## src/rtl/pointer_bank_pkg.sv

```systemverilog
// Shared types and default sizing for the pointer bank.
package pointer_bank_pkg;

  localparam int AW_DEF   = 16;
  localparam int DW_DEF   = 8;
  localparam int NPTR_DEF = 4;

  // What a byte write strobe does this cycle.
  typedef enum logic [1:0] {
    WR_NONE,
    WR_STAGE,
    WR_COMMIT,
    WR_DIRECT
  } wr_kind_e;

endpackage

```

## src/rtl/pointer_bank_if.sv

```systemverilog
// Bus bundle between the internal data bus / address bus side and the pointer bank.
interface pointer_bank_if
  import pointer_bank_pkg::*;
#(
  parameter int AW   = AW_DEF,
  parameter int DW   = DW_DEF,
  parameter int NPTR = NPTR_DEF
);

  localparam int PW = $clog2(NPTR);
  localparam int BW = $clog2(AW / DW);

  logic [DW-1:0] di;
  logic          we;
  logic [PW-1:0] w_ptr;
  logic [BW-1:0] w_byte;
  logic          inc;
  logic [PW-1:0] inc_ptr;
  logic          swap;
  logic [PW-1:0] swap_ptr;
  logic [PW-1:0] addr_ptr;
  logic [AW-1:0] addr;
  logic [PW-1:0] rd_ptr;
  logic [BW-1:0] rd_byte;
  logic [DW-1:0] dout;
  logic          pending;
  logic          wrap;

  modport master (
    output di, we, w_ptr, w_byte, inc, inc_ptr, swap, swap_ptr,
           addr_ptr, rd_ptr, rd_byte,
    input  addr, dout, pending, wrap
  );

  modport slave (
    input  di, we, w_ptr, w_byte, inc, inc_ptr, swap, swap_ptr,
           addr_ptr, rd_ptr, rd_byte,
    output addr, dout, pending, wrap
  );

endinterface

```

## src/rtl/pointer_bank_reg.sv

```systemverilog
// One physical address pointer: load has priority over increment,
// carry flags the all-ones value so the bank can raise wrap.
module pointer_reg #(
  parameter int AW = 16
) (
  input  logic          clk,
  input  logic          rst,
  input  logic          load,
  input  logic [AW-1:0] load_val,
  input  logic          inc,
  output logic [AW-1:0] q,
  output logic          carry
);

  // Pointer register: async clear, load beats increment.
  always_ff @(posedge clk or negedge rst) begin
    if (!rst) begin
      q <= '0;
    end else if (load) begin
      q <= load_val;
    end else if (inc) begin
      q <= q + 1'b1;
    end
  end

  assign carry = &q;

endmodule

```

## src/rtl/pointer_bank.sv

```systemverilog
// Bank of NPTR address pointers with byte-wise (optionally atomic) loading,
// logical->physical remapping via swap, increment with wrap flag and
// combinational address / data read muxes.
module pointer_bank
  import pointer_bank_pkg::*;
#(
  parameter int AW     = AW_DEF,
  parameter int DW     = DW_DEF,
  parameter int NPTR   = NPTR_DEF,
  parameter bit ATOMIC = 1'b1
) (
  input  logic           clk,
  input  logic           rst,
  pointer_bank_if.slave  bus
);

  localparam int NBYTE    = AW / DW;
  localparam int PW       = $clog2(NPTR);
  localparam int BW       = $clog2(NBYTE);
  localparam int TOP_BYTE = NBYTE - 1;
  localparam int SW       = (NBYTE - 1) * DW;
  localparam logic [BW-1:0] TOP_IDX = BW'(TOP_BYTE);

  logic [PW-1:0]   map [NPTR];
  logic [SW-1:0]   staging;
  logic            pending_q;
  logic            wrap_q;

  logic [AW-1:0]   ptr_q [NPTR];
  logic [NPTR-1:0] ptr_carry;
  logic [NPTR-1:0] load_vec;
  logic [NPTR-1:0] inc_vec;

  wr_kind_e        wr_kind;
  logic [PW-1:0]   wr_phys;
  logic [PW-1:0]   inc_phys;
  logic            writes_ptr;
  logic            inc_hit;
  logic [AW-1:0]   load_val;

  function automatic logic [AW-1:0] put_byte(input logic [AW-1:0] val,
                                             input logic [BW-1:0] idx,
                                             input logic [DW-1:0] b);
    logic [AW-1:0] r;
    r = val;
    for (int i = 0; i < NBYTE; i++) begin
      if (idx == BW'(i)) r[i*DW +: DW] = b;
    end
    return r;
  endfunction

  function automatic logic [DW-1:0] get_byte(input logic [AW-1:0] val,
                                             input logic [BW-1:0] idx);
    logic [DW-1:0] r;
    r = '0;
    for (int i = 0; i < NBYTE; i++) begin
      if (idx == BW'(i)) r = val[i*DW +: DW];
    end
    return r;
  endfunction

  // Classify the byte strobe: stage a low byte, commit the top byte, or write straight through.
  always_comb begin
    wr_kind = WR_NONE;
    if (bus.we) begin
      if (!ATOMIC)                 wr_kind = WR_DIRECT;
      else if (bus.w_byte == TOP_IDX) wr_kind = WR_COMMIT;
      else                         wr_kind = WR_STAGE;
    end
  end

  // All logical indices resolve through the map as it stood at the start of the cycle.
  assign wr_phys    = map[bus.w_ptr];
  assign inc_phys   = map[bus.inc_ptr];
  assign writes_ptr = (wr_kind == WR_COMMIT) || (wr_kind == WR_DIRECT);
  // A write landing on the same physical pointer swallows the increment.
  assign inc_hit    = bus.inc && !(writes_ptr && (wr_phys == inc_phys));

  // Value presented to the written pointer: full commit or single-byte merge.
  always_comb begin
    load_val = '0;
    if (wr_kind == WR_COMMIT) begin
      load_val = {bus.di, staging};
    end else begin
      load_val = put_byte(ptr_q[wr_phys], bus.w_byte, bus.di);
    end
  end

  // One-hot load / increment enables per physical pointer.
  always_comb begin
    load_vec = '0;
    inc_vec  = '0;
    for (int p = 0; p < NPTR; p++) begin
      load_vec[p] = writes_ptr && (wr_phys == PW'(p));
      inc_vec[p]  = inc_hit && (inc_phys == PW'(p));
    end
  end

  for (genvar p = 0; p < NPTR; p++) begin : g_ptr
    pointer_reg #(.AW(AW)) u_reg (
      .clk      (clk),
      .rst      (rst),
      .load     (load_vec[p]),
      .load_val (load_val),
      .inc      (inc_vec[p]),
      .q        (ptr_q[p]),
      .carry    (ptr_carry[p])
    );
  end

  // Logical->physical map: identity after reset, swap exchanges entry 0 with the partner.
  always_ff @(posedge clk or negedge rst) begin
    if (!rst) begin
      for (int i = 0; i < NPTR; i++) map[i] <= PW'(i);
    end else if (bus.swap && (bus.swap_ptr != '0)) begin
      map[0]            <= map[bus.swap_ptr];
      map[bus.swap_ptr] <= map[0];
    end
  end

  // Shared staging of low bytes; emptied by a commit or by reset.
  always_ff @(posedge clk or negedge rst) begin
    if (!rst) begin
      staging   <= '0;
      pending_q <= 1'b0;
    end else if (wr_kind == WR_STAGE) begin
      for (int b = 0; b < NBYTE - 1; b++) begin
        if (bus.w_byte == BW'(b)) staging[b*DW +: DW] <= bus.di;
      end
      pending_q <= 1'b1;
    end else if (wr_kind == WR_COMMIT) begin
      staging   <= '0;
      pending_q <= 1'b0;
    end
  end

  // Wrap flag: high for one cycle after an increment that rolled over from all-ones.
  always_ff @(posedge clk or negedge rst) begin
    if (!rst) begin
      wrap_q <= 1'b0;
    end else begin
      wrap_q <= inc_hit && ptr_carry[inc_phys];
    end
  end

  assign bus.addr    = ptr_q[map[bus.addr_ptr]];
  assign bus.dout    = get_byte(ptr_q[map[bus.rd_ptr]], bus.rd_byte);
  assign bus.pending = pending_q;
  assign bus.wrap    = wrap_q;

endmodule

```

## src/flat_wrapper.sv

```systemverilog
// flat-port wrapper written by rule: the top's interface ports become plain ports
module pointer_bank_flat import pointer_bank_pkg::*;
#(
  parameter int AW     = AW_DEF,
  parameter int DW     = DW_DEF,
  parameter int NPTR   = NPTR_DEF,
  parameter bit ATOMIC = 1'b1
)
  (clk, rst, bus_di, bus_we, bus_w_ptr, bus_w_byte, bus_inc, bus_inc_ptr, bus_swap, bus_swap_ptr, bus_addr_ptr, bus_rd_ptr, bus_rd_byte, bus_addr, bus_dout, bus_pending, bus_wrap);
  pointer_bank_if #(.AW(AW), .DW(DW), .NPTR(NPTR)) bus_i ();
  input  logic clk;
  input  logic rst;
  input wire logic [$bits(bus_i.di)-1:0] bus_di;
  input wire logic [$bits(bus_i.we)-1:0] bus_we;
  input wire logic [$bits(bus_i.w_ptr)-1:0] bus_w_ptr;
  input wire logic [$bits(bus_i.w_byte)-1:0] bus_w_byte;
  input wire logic [$bits(bus_i.inc)-1:0] bus_inc;
  input wire logic [$bits(bus_i.inc_ptr)-1:0] bus_inc_ptr;
  input wire logic [$bits(bus_i.swap)-1:0] bus_swap;
  input wire logic [$bits(bus_i.swap_ptr)-1:0] bus_swap_ptr;
  input wire logic [$bits(bus_i.addr_ptr)-1:0] bus_addr_ptr;
  input wire logic [$bits(bus_i.rd_ptr)-1:0] bus_rd_ptr;
  input wire logic [$bits(bus_i.rd_byte)-1:0] bus_rd_byte;
  output wire logic [$bits(bus_i.addr)-1:0] bus_addr;
  output wire logic [$bits(bus_i.dout)-1:0] bus_dout;
  output wire logic [$bits(bus_i.pending)-1:0] bus_pending;
  output wire logic [$bits(bus_i.wrap)-1:0] bus_wrap;
  assign bus_i.di = bus_di;
  assign bus_i.we = bus_we;
  assign bus_i.w_ptr = bus_w_ptr;
  assign bus_i.w_byte = bus_w_byte;
  assign bus_i.inc = bus_inc;
  assign bus_i.inc_ptr = bus_inc_ptr;
  assign bus_i.swap = bus_swap;
  assign bus_i.swap_ptr = bus_swap_ptr;
  assign bus_i.addr_ptr = bus_addr_ptr;
  assign bus_i.rd_ptr = bus_rd_ptr;
  assign bus_i.rd_byte = bus_rd_byte;
  assign bus_addr = bus_i.addr;
  assign bus_dout = bus_i.dout;
  assign bus_pending = bus_i.pending;
  assign bus_wrap = bus_i.wrap;
  pointer_bank #(.AW(AW), .DW(DW), .NPTR(NPTR), .ATOMIC(ATOMIC)) u_core (.clk(clk), .rst(rst), .bus(bus_i));
endmodule
```

## config.mk

```make
export PLATFORM = sky130hd
export DESIGN_NAME = pointer_bank_flat
export DESIGN_NICKNAME = d
export VERILOG_FILES = /design/src/rtl/pointer_bank_pkg.sv /design/src/rtl/pointer_bank_if.sv /design/src/rtl/pointer_bank_reg.sv /design/src/rtl/pointer_bank.sv /design/src/flat_wrapper.sv
export SDC_FILE = /design/constraint.sdc
export NUM_CORES = 1
export LEC_CHECK = 0
export CORE_MARGIN = 1.5
export CORE_UTILIZATION = 30
export DETAILED_ROUTE_END_ITERATION = 8
export SYNTH_ARGS = -nofsm -noshare
export SYNTH_HDL_FRONTEND = slang
export SYNTH_SLANG_ARGS = --single-unit
```

## constraint.sdc

```tcl
create_clock -name clk -period 3 [get_ports clk]
set_clock_uncertainty 0.15 [all_clocks]
set_input_delay 0.45 -clock clk [delete_from_list [all_inputs] [get_ports clk]]
set_output_delay 0.45 -clock clk [all_outputs]
set_load 0.1 [all_outputs]
```

* Yosys cells after proc, flatten, opt, wreduce, memory -nomap -nowiden
Cells that the tools add are included.
** Word-level totals
- Flip-flop bits (word level) :: 82
- Logic and storage cells :: 120
** Cells by class
- Reductions and logical operators :: 28
- Eq/ne operators :: 11
- Multiplexer cells :: 48
- $add $sub $neg :: 4
- Bitwise logic cells :: 8
- $lt $le $gt $ge :: 10
** Operators with widths (number)
- 2-to-1 mux 16 bit :: 15
- binary-select mux 16 bit (select 2 bit) :: 3
- adder 16 x 1 -> 16 bit, second input constant :: 4
- AND reduction 16 bit :: 4
- 2-to-1 mux 8 bit :: 6
- 2-to-1 mux 2 bit :: 13
- greater-or-equal comparator 3 bit, second input constant :: 8
- inverter 2 -> 3 bit :: 8
- binary-select mux 2 bit (select 2 bit) :: 5
- logical AND 1 bit :: 13
- equality test 2 bit, second input constant :: 6
- nonzero test 2 bit :: 6
- bitwise mux 8 bit :: 1
- equality test 2 x 1 -> 1 bit, second input constant :: 3
- demux 2 bit (select 2 bit) :: 1
- zero test 2 bit :: 2
- less-than comparator 2 x 3 -> 1 bit, second input constant :: 1
- less-than comparator 3 x 1 -> 1 bit, second input constant :: 1
- 2-to-1 mux 1 bit :: 3
- binary-select mux 1 bit (select 2 bit) :: 1
- equality test 2 bit :: 1
- inequality test 2 bit, second input constant :: 1
- AND reduction 2 bit :: 1
- zero test 1 bit :: 1
- logical OR 1 bit :: 1

* Depth between registers and ports, before layout
- Word-level depth :: 11
- Mapped depth :: 7
- Gate-level depth less buffers :: 6

* Hierarchy
From an unflattened synthesis, not the netlist that was laid out.
** Unflattened totals
- Cells, all modules :: 654
- Area, all modules :: 6313.6 µm²
** By module, submodules not included
- pointer_reg at u_core.g_ptr[0].u_reg ... :: area each 904.6 µm², cells an instance 102, times used 3, seq. area each 400.4 µm²
- pointer_bank :: area each 2652.5 µm², cells an instance 248, times used 1, seq. area each 455.4 µm²
- pointer_reg at u_core.g_ptr[3].u_reg :: area each 947.2 µm², cells an instance 100, times used 1, seq. area each 400.4 µm²

* Worst setup path after synthesis
No wires, ideal clock.
- Path kind :: input -> output
- From :: input bus_rd_ptr[0]
- To :: output bus_dout[0]
- Path buffers :: 2
- Arrival time :: 2.131 ns
- Setup slack :: 0.269 ns
- Data required time :: 2.400 ns
- Stages on the path :: 5
- Path through :: mux4_2 > buf_6 > buf_12 > mux4_1 > mux2_2
** On the way
- Cells in the longest elaborated chain, start to end :: 9
** Ends and longest elaborated chain
- start, declared :: line flat_wrapper.sv:22 : input wire logic [$bits(bus_i.rd_ptr)-1:0] bus_rd_ptr;
- inverter 2 -> 3 bit (implied by the code) :: line pointer_bank.sv:147 : assign bus.dout = get_byte(ptr_q[map[bus.rd_ptr]], bus.rd_byte);
- binary-select mux 2 bit (select 2 bit) :: line pointer_bank.sv:147
- 2-to-1 mux 2 bit (implied by the code) (2 in a row) :: line pointer_bank.sv:147
- inverter 2 -> 3 bit (implied by the code) :: line pointer_bank.sv:147
- binary-select mux 16 bit (select 2 bit) :: line pointer_bank.sv:147
- 2-to-1 mux 16 bit (implied by the code) (2 in a row) :: line pointer_bank.sv:147
- 2-to-1 mux 8 bit :: line pointer_bank.sv:57 : if (idx == BW'(i)) r = val[i*DW +: DW];
- end, declared :: line flat_wrapper.sv:25 : output wire logic [$bits(bus_i.dout)-1:0] bus_dout;
No other way between the ends. The select of a mux whose other input is x is not followed.

* Worst setup path in the final report
- From :: register u_core.map[7] in the netlist's numbering
- To :: output bus_dout[7]
** On the way
- Cells in the longest elaborated chain, start to end :: 8
** Ends and longest elaborated chain
- start, declared :: line pointer_bank.sv:24 : logic [PW-1:0] map [NPTR];
- start signal, assigned by index :: line pointer_bank.sv:117 : map[bus.swap_ptr] <= map[0];
- binary-select mux 2 bit (select 2 bit) :: line pointer_bank.sv:147
- 2-to-1 mux 2 bit (implied by the code) (2 in a row) :: line pointer_bank.sv:147
- inverter 2 -> 3 bit (implied by the code) :: line pointer_bank.sv:147
- binary-select mux 16 bit (select 2 bit) :: line pointer_bank.sv:147
- 2-to-1 mux 16 bit (implied by the code) (2 in a row) :: line pointer_bank.sv:147
- 2-to-1 mux 8 bit :: line pointer_bank.sv:57
No other way between the ends. The select of a mux whose other input is x is not followed.

==> impl_metrics.yaml <==
yosys:
  synth_edf_count: 0
  ys.flop_type: "dfrtp_1"
  yosys.cell_count.top_type: "dfrtp_1"
  synth_top_cell_by_area: "dfrtp_1"
  ys_warn_count: 0
  yosysUniqueCellTypes: 48
  seq_area_frac_synth_pct: 36.85
  synthesis.nets: 578
  yosys.area.top_type_share_pct: 34.97
  ys_ff_latch: 82
  async_reset_ff_share_pct: 100.0
  syn_inst: 549
  ys_top_cells_by_count: "78 x dfrtp_1, 65 x nor2_1, 52 x nand2_1, 46 x a21oi_1, 34 x xnor2_1"
  syn_area_per_cell_um2: 10.17
  synth_area_leaders: "dfrtp_1 35%, mux4_2 9.3%, mux4_1 8.0%, xnor2_1 5.3%, nor2_1 4.4%"
  syn_area_mm2: 0.005582
layout:
  drive_above_1_share_pct: 23.30
  multi_input_area_mm2: 0.003309
  finalNetCount: 642
  diodes: 0
  syn_to_final_growth_pct: 27.75
  utilization_pct: 39.43
  fillCellCount: 1726
  regArea_mm2: 0.002059
  finalNonFillerCells: 847
critical_path:
  worst-setup-path-type: "register to output port"
  rr_worst_depth: 6
  r2r_slack_ps: 580
  cp.arrival_ps: 2410
  end_kind: "output port"
  start_kind: "register"
  r2r_end: "u_core.bus.wrap$_DFF_PN0_"
  cp-startpoint: "u_core.map[7]$_DFFE_PN0P_"
  r2r_start: "u_core.g_ptr[2].u_reg.q[1]$_DFFE_PN0P_"
  worstPathRequired_ps: 2400
  critPathMaxFanout: 8
sta:
  hold_viol_final: 0
  rsz0062_at_grt: "true"
  fin_ws_ps: -9.285
  worstMarginPinSlew_ps: 650.5
  fin_crit_ps: 3009
  final.setup.tns_ps: -9.285
  maxSlewViolCount: 0
  clock.fmax_mhz: 332.3
  slew_headroom_pct: 56.64
  min_period_over_period_pct: 100.3
  setup_viol: 1
floorplanning:
  die_w_um: 139.4
  die_h_um: 139.4
  core_mm2: 0.01809
  ioPinCount: 51
  dieArea_mm2: 0.01943
  core.rowCount: 49
  initial_core_util_pct: 30.86
hold_path:
  hold_class: "register to register"
  worstHoldStart: "u_core.bus.pending$_DFFE_PN0P_"
  hold_depth: 1
  hold_path_end: "u_core.bus.pending$_DFFE_PN0P_"
clocking:
  cts_buffers: 9
  clock_sinks: 82
  clk_pin_slew_ps: 60
  clkLatencyLatePin_ps: 350
  cts_tree: "done"
  root_buffer: "clkbuf_16"
  htree_levels: 3
  cts_max_path_buffers: 2
power_and_ir_drop:
  vdd_drop_max_mv: 0.8963
  p_leak_nw: 2.815
  p_switching_mw: 3.767
  power.share.combinational_pct: 60.3
  power.internal_mw: 4.016
  swShare_pct: 48.40
  p_per_area_mw_per_mm2: 1092
  clkPwrFrac_pct: 15.8
  sequentialPowerShare_pct: 23.9
global_route:
  use_met3_pct: 5.609
  grt_max_degree: 50
  grt_antenna_before_repair: 0
  grtUsageMet1_pct: 27.96
  overflow: 0
  grt_busiest_layer: "met2"
  grtUsageMet2_pct: 31.00
  grt_pass1_vias: 4769
  track_usage_pct: 20.41
  grt_pass1_wl_um: 29360
job:
  drv_cap: 0
place:
  place.gp.congestion: 0.9390
  dp.cells: 822
  portBuffers: 50
  hpwl_um: 13770
route:
  postRouteWirelength_um: 19040
  vias_per_cell: 5.664
  dr.pass1.iters: 7
  drc_errors: 3
  antenna_left: 0
  initialDrtViolationCount: 549
  wl_per_cell_um: 22.48
  via_count: 4797
status:
  status: "complete, but fails checks"
  violations: "design-rule violations, negative setup slack"
[stage by stage]
| step | cell area [um2] | setup WS [ps] | hold slack (ps) | power (mW) |
|---|---|---|---|---|
| finish | 7131 | -9.285 | 363.9 | 7.783 |
| global route | 7131 | -67.65 | 382.4 | 8.030 |
| CTS | 7142 | -67.19 | 365.8 | 7.782 |
| detailed placement | 6693 | -267.7 | 347.8 | 6.393 |
| global placement | 6693 | -228.1 | 340.7 | 6.340 |
| floorplan | 5582 | 268.5 | 4.409 | 4.720 |
[cell usage in the layout, fill, tap and decap left out, types with 8 or more instances in the layout]
cell / netlist / final
xor2_1: 27 / 27
nand4_1: 20 / 20
a21oi_1: 46 / 46
mux2_4: 0 / 8
nor2_1: 65 / 65
xnor2_1: 34 / 34
mux4_2: 23 / 39
o21ai_0: 17 / 17
nand2_1: 52 / 52
nor3_1: 22 / 22
dfrtp_1: 78 / 76
nand3_1: 32 / 32
a22o_1: 8 / 8
inv_1: 8 / 8
clkbuf_16: 0 / 9
clkdlybuf4s50_1: 0 / 20
buf_4: 2 / 24
buf_12: 1 / 30
[metal layers]
layer  vias to the layer above  share of wire [%]
li1                       2136                  -
met1                      2364                 42
met2                       261                 45
met3                        36                9.8
met4                         0                2.8
met5                         -                  0
[layout make-up]
type | instances | area share, %
clock inverters | 7 | 1.421
inverters | 9 | 0.4738
flip-flops and latches | 82 | 28.88
well taps | 229 | 4.018
repair buffers | 83 | 15.63
multi-input cells | 428 | 46.41
clock buffers | 9 | 3.158
[power groups by stage]
| stage | combinational [mW] | sequential (mW) | clock [mW] |
|---|---|---|---|
| detailed placement | 4.54 | 1.85 | 0 |
| floorplan | 3.07 | 1.65 | 0 |
| CTS | 4.70 | 1.84 | 1.25 |
| global placement | 4.52 | 1.82 | 0 |
| finish | 4.69 | 1.86 | 1.23 |
| global route | 4.85 | 1.89 | 1.29 |
[cell families (layout without fill, tap and decap cells)]
family,after synthesis,count (layout),share of synthesized area [%]
compound gates,84,84,8.698
buf+inv,39,108,3.318
mux,58,58,21.12
fa+ha+maj,4,4,0.8967
flops,82,82,36.85
xor+xnor,61,61,9.572
simple gates,221,221,19.55
[state kept, by name, indices dropped and copies added, names as in the netlist]
register              count
u_core.bus.pending        1
u_core.bus.wrap           1
u_core.g_ptr.u_reg.q     64
u_core.map                8
u_core.staging            8
[repair_timing]
item / CTS / global route
cloned: 3 / 0
hold buffers: 1 / 0
setup endpoints to repair: 16 / 22
gates resized for setup: 32 / 6
buffers inserted: 6 / 2
hold endpoints to repair: 20 / 0
[worst max-delay path, stage by stage (launching register included)]
cell	delay [ps]
dfrtp_2	430
mux4_2	530
buf_12	180
mux4_2	420
mux2_4	310
buf_12	170
[worst max-delay path by stage]
stage,end,slack [ps],depth (start not counted)
detailed placement,bus_dout[7],-270,6
finish,bus_dout[7],-9,5
floorplan,bus_dout[0],270,5
global route,bus_dout[0],-70,5
CTS,bus_dout[6],-70,6
global placement,bus_dout[7],-230,6
Note: power is estimated with default switching activity, not from simulation.
